$ cat config.mk
export PLATFORM = sky130hd
export DESIGN_NAME = alu_share_arb
export DESIGN_NICKNAME = d
export VERILOG_FILES = /design/src/rtl/alu_share_arb.sv
export SDC_FILE = /design/constraint.sdc
export NUM_CORES = 1
export LEC_CHECK = 0
export BUFFER_PORTS_ARGS = -buffer_cell sky130_fd_sc_hd__buf_2
export CAP_MARGIN = 20
export CORE_MARGIN = 2
export CORE_UTILIZATION = 45
export DETAILED_ROUTE_END_ITERATION = 16
export GPL_TIMING_DRIVEN = 0
export PLACE_DENSITY = 0.83
export SLEW_MARGIN = 5
export SYNTH_ARGS = -nofsm -noshare
export SYNTH_HDL_FRONTEND = slang
export SYNTH_SLANG_ARGS = --single-unit
$ cat constraint.sdc
create_clock -name clk -period 2.05 [get_ports clk]
set_clock_uncertainty 0.15 [all_clocks]
set_input_delay 0.205 -clock clk [delete_from_list [all_inputs] [get_ports clk]]
set_output_delay 0.205 -clock clk [all_outputs]
set_load 0.05 [all_outputs]
$ cat src/rtl/alu_share_arb.sv
// alu_share_arb
// Shared-ALU arbiter and sequencer. Two requesters time-share one ALU
// datapath under round-robin arbitration. A granted command is latched,
// executed in the following cycle and its result is held for the winning
// port until that port takes it.
//
// Ports:
//   clk, rst                      clock, synchronous active-high reset
//   req_valid[1:0]/req_ready[1:0] command handshake, one bit per port
//   req_a0/req_b0/req_op0         port 0 operands and 3-bit opcode
//   req_a1/req_b1/req_op1         port 1 operands and 3-bit opcode
//   rsp_valid[1:0]/rsp_ready[1:0] response handshake, one bit per port
//   rsp_data/rsp_carry/rsp_zero   shared result, carry/borrow, zero flag
//   last_result                   most recently completed result
//   op_count                      completed-transaction counter (wraps)
module alu_share_arb #(
    parameter int   DATA_W    = 4,
    parameter logic PRIO_INIT = 1'b0
) (
    input  logic              clk,
    input  logic              rst,
    input  logic [1:0]        req_valid,
    output logic [1:0]        req_ready,
    input  logic [DATA_W-1:0] req_a0,
    input  logic [DATA_W-1:0] req_b0,
    input  logic [2:0]        req_op0,
    input  logic [DATA_W-1:0] req_a1,
    input  logic [DATA_W-1:0] req_b1,
    input  logic [2:0]        req_op1,
    output logic [1:0]        rsp_valid,
    input  logic [1:0]        rsp_ready,
    output logic [DATA_W-1:0] rsp_data,
    output logic              rsp_carry,
    output logic              rsp_zero,
    output logic [DATA_W-1:0] last_result,
    output logic [7:0]        op_count
);

    typedef enum logic [1:0] {
        IDLE,
        EXEC,
        RESP
    } state_t;

    state_t            state;
    state_t            state_nxt;
    logic              prio;
    logic              grant_id;
    logic              grant_sel;
    logic              handshake;
    logic              rsp_done;
    logic [DATA_W-1:0] a_q;
    logic [DATA_W-1:0] b_q;
    logic [2:0]        op_q;
    logic [DATA_W-1:0] alu_res;
    logic              alu_carry;
    logic [DATA_W:0]   alu_sum;

    // Grant selection: with both ports valid the priority pointer decides,
    // with only one valid that port wins. The ready is held low during reset
    // so nothing can be accepted on the reset edge.
    always_comb begin
        grant_sel = req_valid[1] & (~req_valid[0] | prio);
        req_ready = 2'b00;
        if (state == IDLE && !rst && (|req_valid)) begin
            req_ready = grant_sel ? 2'b10 : 2'b01;
        end
        handshake = |(req_valid & req_ready);
        rsp_done  = (state == RESP) && rsp_ready[grant_id];
    end

    // Next-state logic; the non-granted port's rsp_ready never matters.
    always_comb begin
        state_nxt = state;
        case (state)
            IDLE:    if (handshake) state_nxt = EXEC;
            EXEC:    state_nxt = RESP;
            RESP:    if (rsp_done) state_nxt = IDLE;
            default: state_nxt = IDLE;
        endcase
    end

    // ALU on the latched operands, so operand changes at the requester after
    // the handshake cannot disturb an in-flight command.
    always_comb begin
        alu_res   = '0;
        alu_carry = 1'b0;
        alu_sum   = {1'b0, a_q} + {1'b0, b_q};
        case (op_q)
            3'b000: begin
                alu_res   = alu_sum[DATA_W-1:0];
                alu_carry = alu_sum[DATA_W];
            end
            3'b001: begin
                alu_res   = a_q - b_q;
                alu_carry = (a_q < b_q);
            end
            3'b010:  alu_res = ~a_q;
            3'b011:  alu_res = a_q & b_q;
            3'b100:  alu_res = a_q | b_q;
            3'b101:  alu_res = a_q ^ b_q;
            3'b110:  alu_res = '0;
            default: alu_res[0] = (a_q == b_q);
        endcase
    end

    assign rsp_valid = (state == RESP) ? (grant_id ? 2'b10 : 2'b01) : 2'b00;

    // State, command latch, result registers and completion bookkeeping.
    always_ff @(posedge clk) begin
        if (rst) begin
            state       <= IDLE;
            prio        <= PRIO_INIT;
            grant_id    <= 1'b0;
            a_q         <= '0;
            b_q         <= '0;
            op_q        <= '0;
            rsp_data    <= '0;
            rsp_carry   <= 1'b0;
            rsp_zero    <= 1'b0;
            last_result <= '0;
            op_count    <= 8'd0;
        end else begin
            state <= state_nxt;
            if (handshake) begin
                a_q      <= grant_sel ? req_a1 : req_a0;
                b_q      <= grant_sel ? req_b1 : req_b0;
                op_q     <= grant_sel ? req_op1 : req_op0;
                grant_id <= grant_sel;
                prio     <= ~grant_sel;
            end
            if (state == EXEC) begin
                rsp_data  <= alu_res;
                rsp_carry <= alu_carry;
                rsp_zero  <= (alu_res == '0);
            end
            if (rsp_done) begin
                last_result <= rsp_data;
                op_count    <= op_count + 8'd1;
            end
        end
    end

endmodule

==> results by group <==
Outcome
  • Status: finished with violations
  • Failing checks: setup timing

Global routing
  • All-Layer GR Usage: 0.1879
  • Vias in the first global route: 1551
  • Aggregate global routing overflow: 0
  • Largest net degree at the start of global routing: 11
  • Initial antenna violation count: 0
  • Global-route wire length before repair: 6658 microns

Timing
  • Setup ws final: -0.1356 ns
  • Tcrit/Tclk final: 1.066
  • Max Fclk: 457.5 MHz
  • Slew at the pin closest to its max-slew limit: 0.4842 ns
  • Max-slew headroom: 0.6769
  • Slew Limit Fails: 0
  • Hold Fails Final Rpt: 0
  • RSZ-0062 raised after global routing: true
  • Minimum clock period after layout: 2.186 ns
  • Final setup fails: 2
  • Setup tns final: -0.2340 ns

Setup path
  • R2R cell count: 9
  • CP endpoint: rsp_zero
  • RR Startpoint: a_q[0]
  • Crit Path Class: flop to flop
  • R2R Setup Slk: -0.14 ns
  • CP Capture Type: flop
  • Crit-path max FO: 4
  • RR Endpoint: rsp_zero
  • Critical path arrival: 2.26 ns
  • Crit path launch: a_q[0]
  • Critical Path Start Type: flop
  • CP required: 2.12 ns

Logic synthesis
  • YS warnings: 0
  • Synth Register Bits: 33
  • Cell area after synthesis: 1896 sq um
  • Adder-Cell Fraction of Synth Area: 0.1069
  • Syn_nets: 267
  • Cell taking the most area after synthesis: dfxtp_1
  • Ys async rst share: 0
  • EDFF count, synth: 0
  • Synth top cells by count: 33 x dfxtp_1, 22 x nor2_1, 19 x mux2i_1, 19 x nand3_1, 19 x o21ai_0
  • Mapped Cells: 224
  • Synth Flop Type: dfxtp_1
  • Main combinational cell family by area after synthesis: simple AND/OR/NAND/NOR gates
  • XOR/XNOR share of the synthesized area: 0.03696
  • Multiplexer share of the synthesized area: 0.1003
  • Simple logic cell fraction of the synthesized area: 0.1921
  • Top-count cell post-synth: dfxtp_1
  • Synth top area share: 0.3485
  • Post-synthesis compound-gate area fraction: 0.1498
  • Synth unique cells: 39
  • Syn Area/Cell: 8.462 sq um
  • Sequential share of the synthesized area: 0.3485
  • Area contributors post-synth: dfxtp_1 35%, mux2i_1 10%, ha_1 8.6%, nand3_1 5.0%, o21ai_0 5.0%

CTS
  • Worst skew pair latency: 0.29 ns
  • Clock transition at path regs: 0.07 ns
  • Clock sink count: 33
  • TritonCTS clock tree: yes
  • Cts bufs inserted: 5
  • Clock H-tree levels: 2
  • Max Buffers Root-to-Sink: 2
  • CTS root buf: clkbuf_8

Floorplanning
  • Num ports: 50
  • Die Area: 4747 sq um
  • Die Y: 68.90 microns
  • Die width: 68.90 microns
  • Initial core utilization: 0.4705
  • # rows: 23
  • Core box area: 4029 sq um

Final layout
  • Sequential cell area: 669.4 sq um
  • Total Nets Final: 325
  • Area of the multi-input gates: 1166 sq um
  • Area grow syn2layout: 25.02%
  • Fill count: 374
  • Layout cells sized above 1: 0.2898
  • Number of diodes: 0
  • Final Core Density: 0.5882

Drt
  • Post-Route WL: 4183 microns
  • Vias after detailed routing: 1776
  • Vias per inst: 5.333
  • Final ANT Viol Nets: 0
  • DRT Pass-1 Iters: 4
  • First DRT Iteration DRCs: 73
  • WL per Instance: 12.56 microns
  • DRC: 0

Power
  • Net switching power: 0.6041 mW
  • Sw frac: 0.3459
  • Internal power: 1.142 mW
  • Flop pwr share: 0.423
  • P per Cell Area: 736.9 nW/um^2
  • Final Power: 1.746 mW
  • Max IR drop VDD: 0.0004194 V
  • Logic pwr share: 0.311
  • Pleak: 1.065 nW
  • Power share of the clock group: 0.266

Placement
  • IO Port Bufs: 49
  • Dpl hpwl: 3210 microns
  • Gpl congestion: 0.8945

Worst hold path
  • Worst hold stages: 3
  • Hold path startpoint: req_op1[0]
  • Hold Crit Class: input port to flop

Run
  • # Max-Cap Violations: 0
cell usage in the layout, fill, tap and decap left out, types with 2 or more instances in the layout:
| cell | count |
|---|---|
| buf_4 | 4 |
| o21ai_0 | 18 |
| nor2_1 | 21 |
| dfxtp_4 | 2 |
| xnor2_1 | 3 |
| ha_1 | 11 |
| and3_1 | 3 |
| nand3_1 | 19 |
| nor2_2 | 2 |
| a21oi_1 | 10 |
| nand2_1 | 7 |
| xor2_1 | 5 |
| a2bb2oi_1 | 2 |
| clkbuf_8 | 5 |
| nor4_1 | 2 |
| mux2i_1 | 19 |
| clkinv_2 | 2 |
| nand2b_1 | 5 |
| nor2b_1 | 5 |
| clkbuf_1 | 6 |
| nor3_1 | 5 |
| ha_4 | 2 |
| dfxtp_1 | 30 |
| inv_1 | 16 |
| o21ai_2 | 2 |
| fa_2 | 2 |
| buf_2 | 51 |
| nand4_1 | 3 |
state kept, by name, indices dropped and copies added (netlist names):
name and count:
rsp_carry 1, op_count 8, rsp_data 4, last_result 4, rsp_zero 1, prio 1
state 2, op_q 3, b_q 4, grant_id 1, a_q 4
routing by layer:
| metal | global-route usage | up-vias | wire length [microns] |
|---|---|---|---|
| li1 | - | 890 | - |
| met1 | 0.2285 | 835 | 1917 |
| met2 | 0.3233 | 44 | 1998 |
| met3 | 0.03896 | 7 | 186 |
| met4 | 0.07353 | 0 | 80 |
| met5 | 0 | - | 0 |
area by class of cell:
| class | instances | area share |
|---|---|---|
| Inverter | 18 | 0.02957 |
| Buffer | 11 | 0.02482 |
| Clock buffer | 6 | 0.03062 |
| Tap cell | 50 | 0.02640 |
| Multi-Input combinational cell | 162 | 0.4921 |
| Clock inverter | 2 | 0.004224 |
| Timing Repair Buffer | 51 | 0.1098 |
| Sequential cell | 33 | 0.2825 |
worst min-delay path by stage:
stage	endpoint	slack (ns)
floorplan	a_q[1]	0.24
global placement	rsp_carry	0.29
detailed placement	rsp_carry	0.30
CTS	op_q[0]	0.04
global route	a_q[1]	0.06
finish	op_q[0]	0.04
through the flow:
step / hold slack [ns] / setup WS, ns / instance area (sq um) / std cells
2_1_floorplan: 0.2393 / 0.01312 / 1899 / 224
6_report: 0.04260 / -0.1356 / 2370 / 333
3_5_place_dp: 0.3009 / -0.2555 / 2207 / 323
4_1_cts: 0.04465 / -0.1248 / 2326 / 332
3_3_place_gp: 0.2946 / -0.2044 / 2207 / 323
5_1_grt: 0.05980 / -0.2052 / 2370 / 333
logic make-up (layout without fill, tap and decap cells):
group	after synthesis	count (layout)
AOI/OAI and AO/OA	46	46
xor gates and xnor gates	8	8
adders and majority gates	15	15
buffers and inverters	29	88
DFF	33	33
muxes	19	19
and+or+nand+nor	74	74
critical path, stage by stage (launching register included):
cell and delay [ns]:
dfxtp_4 0.37, inv_4 0.07, ha_4 0.13, inv_2 0.03
fa_2 0.34, or3b_1 0.41, a21oi_2 0.16, a2111oi_2 0.08
a211oi_2 0.21, a31o_1 0.17
power by group through the flow:
stage | Clock, mW | Combinational, mW | Sequential [mW]
global placement | 0 | 0.497 | 0.744
CTS | 0.479 | 0.527 | 0.735
floorplan | 0 | 0.342 | 0.781
global route | 0.501 | 0.598 | 0.747
finish | 0.465 | 0.542 | 0.739
detailed placement | 0 | 0.507 | 0.747
timing repair:
| item | CTS | global route |
|---|---|---|
| buffers inserted | 1 | 1 |
| pin swaps | 5 | 5 |
| hold buffers | 0 | 0 |
| endpoints found under the setup margin | 4 | 5 |
| resized for setup | 9 | 11 |
(Power assumes the default switching activity.)
